==> src/rtl/core_pkg.sv <==
// Shared definitions for the 8-bit single-cycle core.
// Holds default widths, the program-counter FSM state type and the halt opcode
// shared between the decoder and the fetch sequencer.
package core_pkg;

  localparam int unsigned PcWDefault    = 10;
  localparam int unsigned LutAwDefault  = 5;
  localparam int unsigned CntWDefault   = 16;

  localparam logic [7:0]  OpHalt        = 8'hFF;

  typedef enum logic [1:0] {
    IDLE,
    LOAD,
    RUN,
    DONE
  } pc_state_t;

endpackage

==> src/rtl/branch_lut.sv <==
// Branch-target jump table.
// Ports:
//   clk_i, rst_ni     - clock, asynchronous active-low reset (clears every entry)
//   we_i/waddr_i/wdata_i - synchronous write port, accepted at all times
//   raddr_i/rdata_o   - combinational read of the registered array
// A write and read of the same index in one cycle returns the old entry.
module branch_lut #(
  parameter int unsigned LUT_AW = 5,
  parameter int unsigned PC_W   = 10
) (
  input  logic              clk_i,
  input  logic              rst_ni,
  input  logic              we_i,
  input  logic [LUT_AW-1:0] waddr_i,
  input  logic [PC_W-1:0]   wdata_i,
  input  logic [LUT_AW-1:0] raddr_i,
  output logic [PC_W-1:0]   rdata_o
);

  localparam int unsigned Entries = 2 ** LUT_AW;

  logic [PC_W-1:0] mem_q [Entries];

  always_ff @(posedge clk_i or negedge rst_ni) begin
    if (!rst_ni) begin
      for (int i = 0; i < Entries; i++) begin
        mem_q[i] <= '0;
      end
    end else if (we_i) begin
      mem_q[waddr_i] <= wdata_i;
    end
  end

  assign rdata_o = mem_q[raddr_i];

endmodule

==> src/rtl/pc_unit.sv <==
// Program-counter and fetch-sequencing stage.
// Ports:
//   clk, rst_n          - clock, asynchronous active-low reset
//   start, start_addr   - host request to begin a run and its initial PC
//   stall               - hold PC and counter this cycle
//   branch, taken, target_idx - conditional branch via jump table
//   halt                - current instruction is halt; ends the run
//   lut_we/lut_waddr/lut_wdata - jump-table write port
//   pc_o                - current instruction address
//   fetch_en            - instruction at pc_o executes this cycle
//   busy, done          - run status decoded from state
//   instr_cnt           - saturating count of retired instructions
module pc_unit
  import core_pkg::*;
#(
  parameter int unsigned PC_W   = PcWDefault,
  parameter int unsigned LUT_AW = LutAwDefault,
  parameter int unsigned CNT_W  = CntWDefault
) (
  input  logic              clk,
  input  logic              rst_n,
  input  logic              start,
  input  logic [PC_W-1:0]   start_addr,
  input  logic              stall,
  input  logic              branch,
  input  logic              taken,
  input  logic [LUT_AW-1:0] target_idx,
  input  logic              halt,
  input  logic              lut_we,
  input  logic [LUT_AW-1:0] lut_waddr,
  input  logic [PC_W-1:0]   lut_wdata,
  output logic [PC_W-1:0]   pc_o,
  output logic              fetch_en,
  output logic              busy,
  output logic              done,
  output logic [CNT_W-1:0]  instr_cnt
);

  pc_state_t        state_q;
  logic [PC_W-1:0]  pc_q;
  logic [CNT_W-1:0] cnt_q;
  logic [CNT_W-1:0] cnt_inc;
  logic [PC_W-1:0]  lut_rdata;

  branch_lut #(
    .LUT_AW (LUT_AW),
    .PC_W   (PC_W)
  ) u_branch_lut (
    .clk_i   (clk),
    .rst_ni  (rst_n),
    .we_i    (lut_we),
    .waddr_i (lut_waddr),
    .wdata_i (lut_wdata),
    .raddr_i (target_idx),
    .rdata_o (lut_rdata)
  );

  // Saturate rather than wrap so an overflowed count stays recognisable.
  always_comb begin
    cnt_inc = (&cnt_q) ? cnt_q : cnt_q + 1'b1;
  end

  always_ff @(posedge clk or negedge rst_n) begin
    if (!rst_n) begin
      state_q <= IDLE;
      pc_q    <= '0;
      cnt_q   <= '0;
    end else begin
      unique case (state_q)
        IDLE: begin
          if (start) state_q <= LOAD;
        end
        LOAD: begin
          pc_q    <= start_addr;
          cnt_q   <= '0;
          state_q <= RUN;
        end
        RUN: begin
          // Stall outranks everything, including halt and branches.
          if (!stall) begin
            cnt_q <= cnt_inc;
            if (halt) begin
              state_q <= DONE;
            end else if (branch && taken) begin
              pc_q <= lut_rdata;
            end else begin
              pc_q <= pc_q + 1'b1;
            end
          end
        end
        DONE: begin
          if (start) state_q <= LOAD;
        end
        default: state_q <= IDLE;
      endcase
    end
  end

  assign pc_o      = pc_q;
  assign instr_cnt = cnt_q;
  assign fetch_en  = (state_q == RUN) && !stall;
  assign busy      = (state_q == LOAD) || (state_q == RUN);
  assign done      = (state_q == DONE);

endmodule

==> config.mk <==
export PLATFORM = sky130hd
export DESIGN_NAME = pc_unit
export DESIGN_NICKNAME = d
export VERILOG_FILES = /design/src/rtl/core_pkg.sv /design/src/rtl/branch_lut.sv /design/src/rtl/pc_unit.sv
export SDC_FILE = /design/constraint.sdc
export NUM_CORES = 1
export LEC_CHECK = 0
export BUFFER_PORTS_ARGS = -buffer_cell sky130_fd_sc_hd__buf_4
export CAP_MARGIN = 20
export CELL_PAD_IN_SITES_DETAIL_PLACEMENT = 1
export CELL_PAD_IN_SITES_GLOBAL_PLACEMENT = 2
export CORE_MARGIN = 10
export CORE_UTILIZATION = 40
export CTS_CLUSTER_DIAMETER = 30
export DETAILED_ROUTE_END_ITERATION = 6
export MAX_ROUTING_LAYER = met4
export PLACE_DENSITY = 0.81
export SLEW_MARGIN = 40
export SYNTH_ARGS = -nofsm -noshare
export SYNTH_HDL_FRONTEND = slang
export SYNTH_SLANG_ARGS = --single-unit
==> constraint.sdc <==
create_clock -name clk -period 5.3 [get_ports clk]
set_input_delay 0.265 -clock clk [delete_from_list [all_inputs] [get_ports clk]]
set_output_delay 0.265 -clock clk [all_outputs]
set_load 0.1 [all_outputs]
Yosys cells after proc, flatten, opt, wreduce, memory -nomap -nowiden
Index checks and enable logic that the tools add are counted.
{"block": "word_totals", "reg_bits": 348, "inputBits": 38, "out_inout_bits": 29, "wordCells": 79}
{"block": "classes", "addsub": 2, "n_lt_le_gt_ge": 3, "eq_ne": 8, "muxes": 17, "bitwise_logic": 2, "reduce_logical": 12}
{"operator": "320-bit bitwise mux", "n": 1}
{"operator": "10-bit 2-to-1 mux", "n": 6}
{"operator": "10-bit binary-select mux with 5-bit select", "n": 1}
{"operator": "10-bit demux with 5-bit select", "n": 1}
{"operator": "16-bit 2-to-1 mux", "n": 2}
{"operator": "16-bit case mux with 2 select lines", "n": 1}
{"operator": "10-bit case mux with 2 select lines", "n": 1}
{"operator": "16-bit by 1-bit adder with 16-bit output, second input constant", "n": 1}
{"operator": "16-bit AND reduction", "n": 1}
{"operator": "6-bit greater-or-equal comparator, second input constant", "n": 2}
{"operator": "5-bit NOT with 6-bit output", "n": 2}
{"operator": "10-bit by 1-bit adder with 10-bit output, second input constant", "n": 1}
{"operator": "3-bit AND reduction", "n": 3}
{"operator": "2-bit != test, second input constant", "n": 4}
{"operator": "6-bit by 1-bit less-than comparator with 1-bit output, second input constant", "n": 1}
{"operator": "2-bit 2-to-1 mux", "n": 3}
{"operator": "2-bit case mux with 3 select lines", "n": 1}
{"operator": "2-bit == test, second input constant", "n": 2}
{"operator": "1-bit logical AND", "n": 3}
{"operator": "2-bit by 1-bit == test with 1-bit output, second input constant", "n": 1}
{"operator": "2-bit zero test", "n": 1}
{"operator": "2-bit by 1-bit != test with 1-bit output, second input constant", "n": 1}
{"operator": "2-bit nonzero test", "n": 1}
{"operator": "2-bit OR reduction", "n": 1}
{"operator": "2 further kinds", "n": 2}

Logic depth before layout (Yosys ltp)
{"block": "depth", "ltp_word": 8, "mapped_depth": 9, "depth_no_buf": 8}

Hierarchy
Synthesis repeated with hierarchy kept, for this count alone.
{"block": "hier_totals", "hier_cells": 1292, "area_unflattened_um2": 16971.3}
{"module": "branch_lut", "instances": 1, "cells_per_inst": 1084, "area_each_um2": 15110.7, "seq_area_each_um2": 8007.7}
{"module": "pc_unit", "instances": 1, "cells_per_inst": 208, "area_each_um2": 1860.5, "seq_area_each_um2": 700.7}

Worst setup path before layout
Ideal clock, no wire load.
{"block": "synth_path", "path_kind": "reg-to-reg", "startpoint": "reg state_q[0]", "endpoint": "reg cnt_q[7] (netlist: instr_cnt[7])", "setup_time_ns": 0.120, "t_arrival_ns": 2.352, "required_time_ns": 5.180, "path_slack_ns": 2.828, "path_stages_with_launch": 9, "path_buffers": 0, "synth_period_minus_slack_ns": 2.472, "path_cell_list": "dfrtp_1 > inv_1 > ha_1 > nand2b_1 > inv_1 > o2111ai_1 > a21oi_1 > a21oi_1 > a31o_2"}
{"block": "synth_between", "elab_chain_len": 3, "elab_cells_between_ends": 7, "classes_between": "eq/ne (4); mux (1); reduce/logical (2)"}
{"item": "start: declaration", "line_no": "pc_unit.sv:39", "text": "pc_state_t state_q;"}
{"item": "start signal: assignment", "line_no": "pc_unit.sv:65", "text": "state_q <= IDLE;"}
{"item": "start signal: assignment", "line_no": "pc_unit.sv:71", "text": "if (start) state_q <= LOAD;"}
{"item": "start signal: assignment", "line_no": "pc_unit.sv:76", "text": "state_q <= RUN;"}
{"item": "2-bit == test or 2-bit by 1-bit == test with 1-bit output (tied branches)", "line_no": "pc_unit.sv:69", "text": "unique case (state_q)"}
{"item": "2-bit != test (no line) or 2-bit nonzero test (tied branches)"}
{"item": "3-bit AND reduction (no line)"}
{"item": "end signal: assignment", "line_no": "pc_unit.sv:81", "text": "cnt_q <= cnt_inc;"}
{"item": "end: declaration", "line_no": "pc_unit.sv:41", "text": "logic [CNT_W-1:0] cnt_q;"}
Parallel ways exist; a longest one is shown, timed or not.
A chain may end at the register's enable or synchronous reset.

Worst setup path in the final report
{"block": "layout_path", "startpoint": "reg state_q[0]", "endpoint": "reg pc_q[7] (netlist: pc_o[7])"}
{"block": "layout_between", "elab_chain_len": 3, "elab_cells_between_ends": 7, "classes_between": "eq/ne (4); mux (1); reduce/logical (2)"}
{"item": "2-bit == test or 2-bit by 1-bit == test with 1-bit output (tied branches)", "line_no": "pc_unit.sv:69"}
{"item": "2-bit != test (no line) or 2-bit nonzero test (tied branches)"}
{"item": "3-bit AND reduction (no line)"}
{"item": "end signal: assignment", "line_no": "pc_unit.sv:74", "text": "pc_q <= start_addr;"}
{"item": "end signal: assignment", "line_no": "pc_unit.sv:85", "text": "pc_q <= lut_rdata;"}
{"item": "end signal: assignment", "line_no": "pc_unit.sv:87", "text": "pc_q <= pc_q + 1'b1;"}
{"item": "end: declaration", "line_no": "pc_unit.sv:40", "text": "logic [PC_W-1:0] pc_q;"}
Parallel ways exist; a longest one is shown, timed or not.

==> implementation parameters <==
Parameter                              Value

Run status
  Status ... finished clean

Worst setup path
  Endpoint of the most critical register-to-register path ... pc_o[7]
  Startpoint types ... flip-flop
  Crit Path Class ... flip-flop to flip-flop
  Source of the worst register-to-register timing path ... state_q[0]
  Cell count of the worst reg-to-reg path ... 7
  Required time reported for the critical path endpoint ... between 5 and 6 ns
  Setup slack on the worst flop-to-flop path ... slightly above 2 ns
  Capturing element type of the critical path ... flip-flop
  Max Fanout on Critical Path ... 22
  Signal arrival time at the worst endpoint ... about 3.8 ns

Logic synthesis
  Mean area per synthesized cell ... 14.2 um2
  Most common flop cell mapped by yosys ... sky130_fd_sc_hd__dfrtp_1
  Yosys warns ... 0
  Proportion of synthesized chip area in sequential cells ... 0.525
  Unique masters post-synth ... 62
  Proportion of register bits with asynchronous set or reset after synthesis ... 1.00
  Post-Synthesis Net Count ... 1213
  Mapped Area ... 16600 um2
  EDFF count, synth ... 0
  Post-synthesis cell count ... 1170
  Count of state elements after synthesis ... approximately 350
  Synth top area share ... 0.525
  Leading area contributor after synthesis ... sky130_fd_sc_hd__dfrtp_1
  Leading post-synthesis cells by cell area ... sky130_fd_sc_hd__dfrtp_1, sky130_fd_sc_hd__mux2_2, sky130_fd_sc_hd__mux4_2, sky130_fd_sc_hd__mux2_1, sky130_fd_sc_hd__mux2i_1

Timing
  Setup repair after global routing missed its margin ... false
  Pins Over Slew Limit ... 0
  Tightest Pin Transition ... ~0.81 ns
  Shortest clock period the worst path allows after layout ... ~3.3 ns
  Count of endpoints failing hold in the final timing report ... 0
  Clk_skew ... 0.0198 ns
  Setup TNS after final layout ... 0 ns
  F_max ... 305 MHz
  Final setup violating endpoints ... 0
  Period utilisation layout ... 0.618
  Rel. slew slack ... 0.443

Placement
  DPL Wire Length ... 28600 um
  Count of input and output buffers ... 66
  Final RePlAce weighted congestion ... 0.830
  Number of placed instances with taps included ... 1703

Drt
  Sum of routed wire length over all layers ... between 40000 and 50000 um
  Number of design-rule violations left by the first detailed-router iteration ... 809
  Number of nets with antenna violations after routing ... 0
  Average vias per placed instance ... around 5.8
  Vias after detailed routing ... 10700
  Number of search-and-repair iterations in the first detailed-routing pass ... 5
  Routed wire per std cell ... 25.7 um
  DRC violation count after routing ... 0

Global route
  Wire length of the first global-routing pass ... 74100 um
  Total global-route track usage ... 0.196
  Pin count of the biggest net entering global routing ... 138
  Antenna violations before repair ... 2
  Congestion Overflow GR ... 0
  Via count of the first global-routing pass ... about 12000

CTS
  CTS Root Cell ... sky130_fd_sc_hd__clkbuf_16
  Register clock-pin slew on the reported worst setup and hold paths ... 0.04 ns
  Num CTS Buffers ... 81
  Clock Latency Late Sink ... 0.58 ns
  CTS tree ... yes
  CTS Sinks ... around 350
  Deepest level of the CTS H-tree ... 3
  Number of setup buffers added after CTS ... 0
  Number of gates resized after CTS ... 0
  Buffers from clock root to sink, at most ... 3
  Number of buffers inserted for hold repair after clock tree synthesis ... 2

Die
  Area of the die ... about 50000 um2
  # rows ... between 70 and 80
  Initial Util ... 0.405
  X dimension of the die ... roughly 220 um
  Ports placed on the boundary ... 67
  Core area ... between 40000 and 50000 um2
  Die height ... 224 um

Layout
  Most frequent standard cell in the layout excluding fill and tap cells ... sky130_fd_sc_hd__dfrtp_1
  Fraction of layout instances using a drive strength above 1 ... 0.442
  Area added between synthesis and finish ... 22.1%
  Number of nets in the layout ... 1301
  Number of filler instances in the final layout ... 4036
  Layout Cells excl Fill ... 1853
  Commonest non-fill, non-tap cells in the layout ... sky130_fd_sc_hd__dfrtp_1, sky130_fd_sc_hd__mux2_2, sky130_fd_sc_hd__clkbuf_16

Min path
  Number of cells traversed by the worst hold path ... 3
  Hold endpoint ... pc_o[3]
  Tightest Hold Check Type ... input port to flip-flop
  Start point of the worst hold path ... start_addr[3]

Power
  Leakage component of the power ... 0.00905 uW
  Cell Pwr Density ... 516 nW/um2
  Largest voltage drop on the vdd net ... 0.339 mV

Job
  Max cap viols ... 0
## worst max path at each step
stage,startpoint,slack (ns),depth (start not counted),end
2_1_floorplan,state_q[0],2.83,8,instr_cnt[7]
3_3_place_gp,state_q[0],2.16,7,pc_o[7]
3_5_place_dp,state_q[0],2.17,7,pc_o[7]
4_1_cts,state_q[0],2.16,7,pc_o[7]
5_1_grt,state_q[0],1.83,7,pc_o[7]
6_report,state_q[0],2.02,7,pc_o[7]
## state kept, by name, indices dropped and copies added (netlist names)
signal / count
u_branch_lut.mem_q: 320
instr_cnt: 16
pc_o: 10
state_q: 2
## layout make-up
type                            count  area [um2]  area share
Timing Repair Buffer               80         677      0.0334
Inverter                            9        33.8     0.00167
Antenna cell                        1        2.50    0.000124
Multi-Input combinational cell    738        7450       0.368
Clock buffer                      105        2270       0.112
Clock inverter                     40         438      0.0216
Sequential cell                   348        8710       0.430
Tap cell                          532         666      0.0329
## cell usage after synthesis (8+ instances only)
library cell	count
sky130_fd_sc_hd__dfrtp_1	348
sky130_fd_sc_hd__mux2_2	293
sky130_fd_sc_hd__mux4_2	56
sky130_fd_sc_hd__mux2i_1	50
sky130_fd_sc_hd__nand2_1	48
sky130_fd_sc_hd__clkbuf_1	46
sky130_fd_sc_hd__mux2_1	46
sky130_fd_sc_hd__nor2_1	32
sky130_fd_sc_hd__a21oi_1	17
sky130_fd_sc_hd__nor2_2	15
sky130_fd_sc_hd__nand3_1	14
sky130_fd_sc_hd__o22ai_1	13
sky130_fd_sc_hd__buf_2	12
sky130_fd_sc_hd__nor3_1	12
sky130_fd_sc_hd__xnor2_1	11
sky130_fd_sc_hd__inv_1	9
sky130_fd_sc_hd__nor2b_1	8
## layer usage
metal  GRT usage  up-vias  routed length [um]
met3      0.0453       87                2680
met4      0.0626        0                1210
met2       0.308      300               22500
li1            -     4582                   -
met1       0.248     5761               21300
met5           -        -                   0
## cells by family after synthesis
kind of cell | Yosys count | share of synthesized area
muxes | 448 | 0.341
buffers and inverters | 84 | 0.0262
xor gates and xnor gates | 17 | 0.00898
AOI/OAI and AO/OA | 93 | 0.0401
adders and majority gates | 5 | 0.00377
DFF | 348 | 0.525
and+or+nand+nor | 175 | 0.0545
## stage by stage
step | setup WS [ns] | cell area, um2 | utilization | total power (uW) | hold slack, ns
after detailed placement | 2.17 | 17400 | 0.426 | 5560 | 0.264
after floorplan | 2.83 | 16600 | - | 4940 | -0.0306
final | 2.02 | 20200 | 0.495 | 10400 | 0.0184
after global placement | 2.16 | 17400 | 0.426 | 5460 | 0.258
after CTS | 2.16 | 20200 | 0.493 | 10500 | 0.00439
after global routing | 1.83 | 20200 | 0.495 | 10900 | 0.0148
## power by group
group / internal [uW] / switching (uW) / leakage [uW] / total, uW
registers: 3200 / 349 / 0.00445 / 3550
logic: 832 / 1190 / 0.00328 / 2020
clock network: 3290 / 1570 / 0.00132 / 4860
total: 7320 / 3110 / 0.00905 / 10400
## critical path, cell delays in order (launching register included)
cell	delay, ns
sky130_fd_sc_hd__dfrtp_1	0.41
sky130_fd_sc_hd__inv_1	0.08
sky130_fd_sc_hd__ha_1	0.65
sky130_fd_sc_hd__nor3b_2	0.67
sky130_fd_sc_hd__a31oi_1	0.18
sky130_fd_sc_hd__a2111oi_0	0.78
sky130_fd_sc_hd__o221ai_1	0.26
sky130_fd_sc_hd__o311ai_1	0.14
Power figures use the tool's default switching activity.
